[config.mk]
export PLATFORM = sky130hd
export DESIGN_NAME = disp_scan_ctrl_flat
export DESIGN_NICKNAME = d
export VERILOG_FILES = /design/src/rtl/disp_scan_ctrl_if.sv /design/src/rtl/disp_scan_ctrl.sv /design/src/flat_wrapper.sv
export SDC_FILE = /design/constraint.sdc
export NUM_CORES = 1
export LEC_CHECK = 0
export BUFFER_PORTS_ARGS = -buffer_cell sky130_fd_sc_hd__buf_2
export CAP_MARGIN = 20
export CORE_ASPECT_RATIO = 0.9
export CORE_MARGIN = 5
export CORE_UTILIZATION = 63
export DETAILED_ROUTE_END_ITERATION = 6
export GPL_TIMING_DRIVEN = 0
export MAX_ROUTING_LAYER = met4
export PLACE_DENSITY = 0.83
export REMOVE_ABC_BUFFERS = 1
export SETUP_SLACK_MARGIN = 0.5
export SLEW_MARGIN = 25
export SYNTH_ARGS = -nofsm -noshare
export SYNTH_HDL_FRONTEND = slang
export SYNTH_SLANG_ARGS = --single-unit
[constraint.sdc]
create_clock -name clk -period 3.3 [get_ports clk]
set_input_delay 0.66 -clock clk [delete_from_list [all_inputs] [get_ports clk]]
set_output_delay 0.66 -clock clk [all_outputs]
set_load 0.02 [all_outputs]
[src/rtl/disp_scan_ctrl_if.sv]
// Display scan bus: scan controls in, digit select and anode drive out.
// The master modport belongs to the block that owns the controls (the
// bench, or upstream calculator logic). The slave modport belongs to the
// scan controller.
interface disp_scan_ctrl_if;
  logic       en;
  logic [3:0] digit_mask;
  logic [3:0] sel;
  logic [3:0] an_n;
  logic [1:0] digit_idx;
  logic       frame_start;

  modport master (
    output en,
    output digit_mask,
    input  sel,
    input  an_n,
    input  digit_idx,
    input  frame_start
  );

  modport slave (
    input  en,
    input  digit_mask,
    output sel,
    output an_n,
    output digit_idx,
    output frame_start
  );
endinterface

[src/rtl/disp_scan_ctrl.sv]
// Display scan controller.
// - Splits clk into slots of DIV_MAX+1 cycles.
// - Steps a one-hot digit select through the unmasked digits, one digit per slot.
// - Keeps the anodes dark for BLANK_CYC cycles at the start of each slot so the
//   byte mux can settle before its digit is shown.
// - Pulses frame_start whenever the scan wraps back to the lowest digit.
module disp_scan_ctrl #(
  parameter int DIV_W     = 16,
  parameter int DIV_MAX   = 49999,
  parameter int BLANK_CYC = 1000
) (
  input  logic                 clk,
  input  logic                 rst_n,
  disp_scan_ctrl_if.slave      bus
);

  localparam logic [DIV_W-1:0] DIV_MAX_C = DIV_W'(DIV_MAX);
  localparam logic [DIV_W-1:0] BLANK_C   = DIV_W'(BLANK_CYC);

  typedef enum logic [0:0] {
    ST_IDLE = 1'b0,
    ST_SCAN = 1'b1
  } state_t;

  // Index of the lowest set bit; zero for an empty mask.
  function automatic logic [1:0] lowest_set(input logic [3:0] mask);
    logic [1:0] idx;
    casez (mask)
      4'b???1: idx = 2'd0;
      4'b??10: idx = 2'd1;
      4'b?100: idx = 2'd2;
      4'b1000: idx = 2'd3;
      default: idx = 2'd0;
    endcase
    return idx;
  endfunction

  // Next enabled digit after cur in circular order.
  // Returns cur itself if cur is the only enabled digit.
  function automatic logic [1:0] next_digit(input logic [1:0] cur, input logic [3:0] mask);
    logic [3:0] above;
    case (cur)
      2'd0:    above = mask & 4'b1110;
      2'd1:    above = mask & 4'b1100;
      2'd2:    above = mask & 4'b1000;
      2'd3:    above = 4'b0000;
      default: above = 4'b0000;
    endcase
    if (above != 4'b0000) begin
      return lowest_set(above);
    end else begin
      return lowest_set(mask);
    end
  endfunction

  state_t           state_r, state_s;
  logic [DIV_W-1:0] presc_r, presc_s;
  logic [DIV_W-1:0] blank_r, blank_s;
  logic [3:0]       sel_r, sel_s;
  logic [3:0]       an_n_r, an_n_s;
  logic [1:0]       idx_r, idx_s;
  logic             fs_r, fs_s;
  logic             tick_s;
  logic             load_s;
  logic [1:0]       nxt_s;

  // Prescaler: free-runs while enabled; tick marks the last cycle of a slot.
  always_comb begin
    tick_s  = bus.en && (presc_r == DIV_MAX_C);
    presc_s = presc_r;
    if (!bus.en) begin
      presc_s = presc_r;
    end else if (presc_r == DIV_MAX_C) begin
      presc_s = {DIV_W{1'b0}};
    end else begin
      presc_s = presc_r + {{(DIV_W-1){1'b0}}, 1'b1};
    end
  end

  // Scan FSM next state, plus the digit load and frame-start decisions.
  // An empty mask drops back to IDLE even while scanning is paused.
  always_comb begin
    state_s = state_r;
    idx_s   = idx_r;
    fs_s    = 1'b0;
    load_s  = 1'b0;
    nxt_s   = next_digit(idx_r, bus.digit_mask);
    case (state_r)
      ST_IDLE: begin
        if (tick_s && (bus.digit_mask != 4'b0000)) begin
          state_s = ST_SCAN;
          idx_s   = lowest_set(bus.digit_mask);
          fs_s    = 1'b1;
          load_s  = 1'b1;
        end else begin
          state_s = ST_IDLE;
        end
      end
      ST_SCAN: begin
        if (bus.digit_mask == 4'b0000) begin
          state_s = ST_IDLE;
        end else if (tick_s) begin
          state_s = ST_SCAN;
          idx_s   = nxt_s;
          fs_s    = (nxt_s <= idx_r);
          load_s  = 1'b1;
        end else begin
          state_s = ST_SCAN;
        end
      end
      default: begin
        state_s = ST_IDLE;
      end
    endcase
  end

  // Blanking counter and output decode, both computed from next-state values.
  // A digit's anode lights only once the blanking interval has expired, and
  // only while scanning is enabled and that digit is still unmasked.
  always_comb begin
    blank_s = blank_r;
    if (load_s) begin
      blank_s = {DIV_W{1'b0}};
    end else if (bus.en && (blank_r < BLANK_C)) begin
      blank_s = blank_r + {{(DIV_W-1){1'b0}}, 1'b1};
    end else begin
      blank_s = blank_r;
    end

    sel_s = 4'b0000;
    if (state_s == ST_SCAN) begin
      sel_s = 4'b0001 << idx_s;
    end else begin
      sel_s = 4'b0000;
    end

    an_n_s = 4'b1111;
    if (bus.en && (blank_s >= BLANK_C)) begin
      an_n_s = ~(sel_s & bus.digit_mask);
    end else begin
      an_n_s = 4'b1111;
    end
  end

  // State and output registers with synchronous active-low reset.
  always_ff @(posedge clk) begin
    if (!rst_n) begin
      state_r <= ST_IDLE;
      presc_r <= {DIV_W{1'b0}};
      blank_r <= {DIV_W{1'b0}};
      sel_r   <= 4'b0000;
      an_n_r  <= 4'b1111;
      idx_r   <= 2'd0;
      fs_r    <= 1'b0;
    end else begin
      state_r <= state_s;
      presc_r <= presc_s;
      blank_r <= blank_s;
      sel_r   <= sel_s;
      an_n_r  <= an_n_s;
      idx_r   <= idx_s;
      fs_r    <= fs_s;
    end
  end

  assign bus.sel         = sel_r;
  assign bus.an_n        = an_n_r;
  assign bus.digit_idx   = idx_r;
  assign bus.frame_start = fs_r;

endmodule

[src/flat_wrapper.sv]
// flat-port wrapper written by rule: the top's interface ports become plain ports
module disp_scan_ctrl_flat 
#(
  parameter int DIV_W     = 16,
  parameter int DIV_MAX   = 49999,
  parameter int BLANK_CYC = 1000
)
  (clk, rst_n, bus_en, bus_digit_mask, bus_sel, bus_an_n, bus_digit_idx, bus_frame_start);
  disp_scan_ctrl_if bus_i ();
  input  logic clk;
  input  logic rst_n;
  input wire logic [$bits(bus_i.en)-1:0] bus_en;
  input wire logic [$bits(bus_i.digit_mask)-1:0] bus_digit_mask;
  output wire logic [$bits(bus_i.sel)-1:0] bus_sel;
  output wire logic [$bits(bus_i.an_n)-1:0] bus_an_n;
  output wire logic [$bits(bus_i.digit_idx)-1:0] bus_digit_idx;
  output wire logic [$bits(bus_i.frame_start)-1:0] bus_frame_start;
  assign bus_i.en = bus_en;
  assign bus_i.digit_mask = bus_digit_mask;
  assign bus_sel = bus_i.sel;
  assign bus_an_n = bus_i.an_n;
  assign bus_digit_idx = bus_i.digit_idx;
  assign bus_frame_start = bus_i.frame_start;
  disp_scan_ctrl #(.DIV_W(DIV_W), .DIV_MAX(DIV_MAX), .BLANK_CYC(BLANK_CYC)) u_core (.clk(clk), .rst_n(rst_n), .bus(bus_i));
endmodule
==> results of run 1 <==
[power by group through the flow]
stage / registers [uW] / clock network, uW / logic [uW]
5_1_grt: 542 / 390 / 51.1
2_1_floorplan: 553 / 0 / 29.1
4_1_cts: 541 / 369 / 44.8
3_3_place_gp: 553 / 0 / 43.7
3_5_place_dp: 554 / 0 / 44.5
6_report: 541 / 358 / 44.7
[layout by cell type (no fill, tap or decap), types with 3 or more instances in the layout]
master,n
dfxtp_1,44
nor2_1,36
nand2_1,18
buf_2,17
nand4_1,15
a21oi_1,14
xor2_1,12
nor3_1,9
nand3_1,8
inv_1,7
o21ai_0,7
xnor2_1,7
clkbuf_8,7
and3_1,6
o21a_1,4
or3_1,4
ha_1,4
or2_2,3
nor2b_1,3
a31oi_1,3
nand2b_1,3
nor4b_1,3
or3_2,3
and4_1,3
nor4bb_1,3
a211oi_1,3
[flip-flops by register name, summed over array words and instances, names as in the netlist]
register / flops
u_core.blank_r: 16
u_core.presc_r: 16
u_core.bus.an_n: 4
u_core.bus.sel: 4
u_core.bus.digit_idx: 2
u_core.bus.frame_start: 1
u_core.state_r: 1
[per-layer routing]
metal | global-route usage, % | routed length [um] | share of wire [%]
met4 | 4.930 | 14 | 0.33
met3 | 5.471 | 252 | 5.9
met1 | 25.80 | 2085 | 49
met5 | - | 0 | 0
met2 | 31.02 | 1894 | 45
[path summary, 6_finish.rpt]
path         cells after the start  slack, ps                       endpoint
max                              6        830  u_core.bus.an_n[0]$_SDFF_PN1_
min                              1        490  u_core.blank_r[11]$_SDFF_PN0_
max reg2reg                      6        850  u_core.bus.an_n[0]$_SDFF_PN1_
min reg2reg                      1        490  u_core.blank_r[11]$_SDFF_PN0_
[cell type report]
| type | instances | area [um2] |
|---|---|---|
| Clock buffer | 7 | 96.34 |
| Sequential cell | 44 | 880.8 |
| Inverter | 7 | 26.28 |
| Fill cell | 280 | 982.2 |
| Tap cell | 44 | 55.05 |
| Multi-Input combinational cell | 198 | 1252 |
| Timing Repair Buffer | 17 | 85.08 |
[through the flow]
stage / instances / setup WS (ps) / total power, uW / utilization (%) / instance area, um2
6_report: 317 / 829.4 / 943.8 / 70.93 / 2396
5_1_grt: 317 / 636.3 / 983.6 / 70.93 / 2396
4_1_cts: 317 / 733.2 / 954.7 / 70.74 / 2390
3_5_place_dp: 310 / 472.3 / 598.3 / 67.89 / 2293
3_3_place_gp: 310 / 566.9 / 597.2 / 67.89 / 2293
2_1_floorplan: 249 / 1029 / 581.7 / - / 2153
[critical path, stage by stage]
cell     delay, ps
buf_2          210
or3b_2         530
nor4_4         360
a31oi_1        170
o31ai_1        520
nand4_1        170
[kinds of logic (layout without fill, tap and decap cells)]
| family | count (synthesis) | count (layout) | share of synthesized area, % |
|---|---|---|---|
| flip-flops | 44 | 44 | 40.21 |
| XOR/XNOR | 19 | 19 | 7.596 |
| adder cells (fa/ha/maj) | 4 | 4 | 2.285 |
| AO/OA/AOI/OAI | 40 | 40 | 11.42 |
| buffers and inverters | 16 | 31 | 2.913 |
| multiplexers | 1 | 1 | 0.4569 |
| AND/OR/NAND/NOR | 134 | 134 | 35.12 |
[what timing repair did]
action	CTS	global route
endpoints found under the setup margin	0	1
gates resized for setup	0	1
endpoints found under the hold margin	0	0
==> summary.md, run 1 <==
| Metric | Value |
|---|---|
| Hpwl dp | between 3000 and 4000 um |
| Total CTS buffers | 5 |
| Vias per Instance | ~6 |
| Final Setup Violations | 0 |
| Leakage power | 0.0008647 uW |
| Initial Util | roughly two thirds |
| Detailed-route wire length per cell | between 10 and 15 um |
| Least-Margin Pin Slew | between 600 and 700 ps |
| Hold Path Origin | u_core.blank_r[11]$_SDFF_PN0_ |
| Vias in the first global route | between 1,500 and 2,000 |
| Worst-path clk slew | about 80 ps |
| GRT overflow | 0 |
| Number of flops mapped to enable cells by yosys | 0 |
| Sw frac | a little over a fifth |
| Detail Route Antenna Nets | 0 |
| Switch Pwr | 204.5 uW |
| Seq pwr share | between 50% and 60% |
| Number of synthesized register bits | 44 |
| Unrepaired setup endpoints after global routing | false |
| Detailed-route via count | between 1,500 and 2,000 |
| Hold Fails Final Rpt | 0 |
| Inserted Diodes | 0 |
| Hold WS | 487.4 ps |
| Row count | 20 |
| Top post-synthesis cells by area | dfxtp_1 (40%), nor2_1 (6.2%), xor2_1 (4.8%) |
| Die width | roughly 70 um |
| Share of cells above drive strength 1 | roughly 14% |
| Post-route DRC | 0 |
| Global-route wire length before repair | between 7000 and 8000 um |
| Worst endpoint required time | 3440 ps |
| Clock sinks | 44 |
| Ys Warns | 0 |
| Worst path arrival time | ~2600 ps |
| Nets | ~280 |
| Status | complete, no violations |
| Max cap viols | 0 |
| Fin crit share | between 70% and 80% |
| Post-synth ARST share | 0% |
| CTS max path bufs | 2 |
| Worst clock skew | approximately 10 ps |
| Initial antenna violation count | 0 |
| Worst r2r src | u_core.presc_r[11]$_SDFFE_PN0P_ |
| Synth top area share | 40.21% |
| I/O Buffers | 17 |
| Final WL | roughly 4200 um |
| Mapped Avg Cell Area | between 8 and 9 um2 |
| Crit Path Max Fanout | 12 |
| Mapped cell area | ~2200 um2 |
| CTS Root Cell | clkbuf_8 |
| Post-CTS Setup Bufs | 0 |
| CTS H-tree lvls | 2 |
| Seq/Total Area, Yosys | about two fifths |
| Yosys top cell by area | dfxtp_1 |
| TNS Setup | 0 ps |
| GRT Resource Usage Total | between 10% and 20% |
| Pwr dens | 393.9 nW/um2 |
| Post-synthesis instance total | between 200 and 300 |
| CTS tree | done |
| Setup CP Type | input pin to flip-flop |
| CTS Hold Bufs | 0 |
| Max Transition Viols Final | 0 |
| Fmax | 404.8 MHz |
| # IOs | 18 |
| Rel. slew slack | around three fifths |
| Synth unique cells | 46 |
| Internal | roughly 740 uW |
| Pre-antenna DRT Iters | 4 |
| Die footprint | 4759 um2 |
| Initial DRC count | ~190 |
| Synth cell count leaders | dfxtp_1 (44), nor2_1 (36), nand2_1 (18) |
| Area grow syn2layout | 9.366% |
| Crit path from | bus_en |
| Routability cong. | ~0.88 |
| Most common cell in the synthesized netlist | dfxtp_1 |
| CP endpoint kind | flip-flop |
| Final min period | roughly 2500 ps |
| Clk Latency, worst-skew pair | 290 ps |
| VDD IR max | around 0.33 mV |
| Core footprint | around 3400 um2 |
| Hold WC Path Type | flip-flop to flip-flop |
| Clock power frac | 37.9% |
| Main synth FF type | dfxtp_1 |
| Die span in y | about 66 um |
| Logic pwr share | roughly 4.7% |
| Critical path startpoint category | input pin |
| Largest net degree at the start of global routing | 16 |
No activity file was read; power rests on OpenSTA's default activity.
==> run 2: changes to the inputs <==
--- a/config.mk
+++ b/config.mk
@@ -9,11 +9,11 @@
 export CAP_MARGIN = 20
 export CORE_ASPECT_RATIO = 0.9
 export CORE_MARGIN = 5
-export CORE_UTILIZATION = 63
+export CORE_UTILIZATION = 59
 export DETAILED_ROUTE_END_ITERATION = 6
 export GPL_TIMING_DRIVEN = 0
 export MAX_ROUTING_LAYER = met4
-export PLACE_DENSITY = 0.83
+export PLACE_DENSITY = 0.79
 export REMOVE_ABC_BUFFERS = 1
 export SETUP_SLACK_MARGIN = 0.5
 export SLEW_MARGIN = 25
==> constraint.sdc (replaced) <==
create_clock -name clk -period 2.4 [get_ports clk]
set_input_delay 0.48 -clock clk [delete_from_list [all_inputs] [get_ports clk]]
set_output_delay 0.48 -clock clk [all_outputs]
set_load 0.02 [all_outputs]
==> summary.md, run 2 (same netlist as run 1, synthesis figures left out) <==
| Metric | Value |
|---|---|
| Status | complete, no violations |
| Leakage power | 0.001013 uW (+17%) |
| Global-route wire length before repair | 7921 um (+6.9%) |
| Worst clock skew | 11.62 ps (+1.357 ps) |
| Vias per Instance | 6.242 (+6.0%) |
| Least-Margin Pin Slew | 721.3 ps (+103.6 ps) |
| Detailed-route wire length per cell | 16.42 um (+23%) |
| Detailed-route via count | 2,091 (+12%) |
| Pre-antenna DRT Iters | 5 (+1) |
| Rel. slew slack | 51.83% (-6.7 points) |
| Buffer and inverter count on the worst path | 0 (-1) |
| Most frequent cells in the layout | nor2_1 (36), dfxtp_1 (33), nand2_1 (17), buf_2 (17), nand4_1 (15) |
| Slowest cell on the critical path | or4_4 |
| Utilization after layout | 76.50% (+5.6 points) |
| Hold WC Path Type | input pin to flip-flop |
| I/O Buffers | 17 (unchanged) |
| Fillers | 244 (-13%) |
| Hold WS | 413.0 ps (-74.43 ps) |
| Initial antenna violation count | 0 (unchanged) |
| CTS max path bufs | 2 (unchanged) |
| Die width | 74.24 um (+2.9%) |
| Area grow syn2layout | 27.53% |
| CTS Hold Bufs | 0 (unchanged) |
| Clock sinks | 44 (unchanged) |
| Crit Path Max Fanout | 4 (-8) |
| CP endpoint kind | flip-flop |
| Die footprint | 5034 um2 (+5.8%) |
| Final WL | 5500 um (+30%) |
| Largest registers | u_core.blank_r x16, u_core.presc_r x16 |
| Routability cong. | 0.8109 (-7.5%) |
| Post-route DRC | 0 (unchanged) |
| Core footprint | 3652 um2 (+8.1%) |
| Worst path arrival time | 2310 ps (-300 ps) |
| Worst-path clk slew | 90 ps (about the same) |
| Inserted Diodes | 0 (unchanged) |
| Pwr dens | 465.8 nW/um2 (+18%) |
| CP Cell Sequence | or4_4 > nor3_4 > nand3_2 > or4b_4 > a21oi_4 > nand4_1 |
| Detail Route Antenna Nets | 0 (unchanged) |
| Fmax | 467.7 MHz |
| CTS H-tree lvls | 2 (unchanged) |
| Row count | 21 (+5.0%) |
| Tot Pwr | 1301 uW (+38%) |
| Total CTS buffers | 5 (unchanged) |
| Initial Util | 59.99% (-4.9 points) |
| GRT Resource Usage Total | 20.46% (+0.50 points) |
| GRT overflow | 0 (unchanged) |
| Worst endpoint required time | 2570 ps (-870 ps) |
| VDD IR max | 0.4127 mV (+24%) |
| Max cap viols | 0 (unchanged) |
| Critical path startpoint category | flip-flop |
| TNS Setup | 0 ps (unchanged) |
| Final min period | ~2100 ps |
| Unrepaired setup endpoints after global routing | true |
| Hold Fails Final Rpt | 0 (unchanged) |
| Clk Latency, worst-skew pair | 300 ps (about the same) |
| CTS Root Cell | clkbuf_8 |
| Hpwl dp | 3014 um (-0.95%) |
| Die span in y | 67.81 um (+2.8%) |
| Most common cell after layout, fill and taps aside | nor2_1 |
| Fin crit share | a little under 90% |
| # IOs | 18 (unchanged) |
| Largest net degree at the start of global routing | 16 (unchanged) |
| Nets | 299 (+5.3%) |
| Max Transition Viols Final | 0 (unchanged) |
| Final Setup Violations | 0 (unchanged) |
| Worst path top cell family by delay | simple AND/OR/NAND/NOR gates |
| Slowest stage delay, CP | 580 ps (+50 ps) |
| Vias in the first global route | 1,707 (+0.059%) |
| Initial DRC count | 248 (+34%) |
| CTS tree | done |
| Share of cells above drive strength 1 | 31.49% (+17 points) |
| Setup CP Type | flip-flop to flip-flop |
[run 2: cell types whose count changed in the layout (fill, tap and decap cells not counted), sizes merged]
| cell | change |
|---|---|
| nand2 | +1 |
| clkbuf | +2 |
| buf | +13 |
[run 2: power by group]
part,internal [uW],switching (uW),total [uW]
clock network,235,243,478
registers,736,8.18,744
logic,29.6,49.6,79.1
[run 2: path summary, 6_finish.rpt]
check,startpoint,end,slack (ps),depth (start not counted)
setup / recovery,u_core.blank_r[10]$_SDFF_PN0_,u_core.bus.an_n[2]$_SDFF_PN1_,260,6
hold / removal,bus_digit_mask[3],u_core.bus.an_n[3]$_SDFF_PN1_,410,2
setup reg to reg,u_core.blank_r[10]$_SDFF_PN0_,u_core.bus.an_n[2]$_SDFF_PN1_,260,6
hold reg to reg,u_core.blank_r[10]$_SDFF_PN0_,u_core.blank_r[10]$_SDFF_PN0_,490,1
[run 2: metal layers]
metal	global-route usage (%)	vias to the layer above	wire, um
li1	-	996	-
met1	28.27	991	2532
met2	29.54	93	2546
met3	4.112	11	357
met4	7.778	0	64
met5	-	-	0
[run 2: worst reg2reg max path: stages, from the launching register on]
cell	delay [ps]
dfxtp_1	320
or4_4	580
nor3_4	190
nand3_2	110
or4b_4	510
a21oi_4	200
nand4_1	110
[run 2: cell type report]
class,instances,area (um2),area share [%]
Tap cell,46,57.56,2.060
Clock buffer,8,90.09,3.224
Inverter,7,26.28,0.9404
Multi-Input combinational cell,199,1493,53.43
Sequential cell,44,897.1,32.11
Timing Repair Buffer,31,230.2,8.240
[run 2: per-stage QoR]
stage / setup slack (ps) / std cells / area [um2]
after floorplan: 257.7 / 249 / 2153
after global placement: -151.1 / 312 / 2296
after detailed placement: -180.5 / 312 / 2296
after CTS: 250.9 / 328 / 2555
after global routing: 103.8 / 335 / 2794
final: 261.7 / 335 / 2794
[run 2: what timing repair did]
action	CTS	global route
cloned	0	2
pin swaps	12	10
setup endpoints to repair	27	22
resized for setup	23	38
buffers inserted	8	5
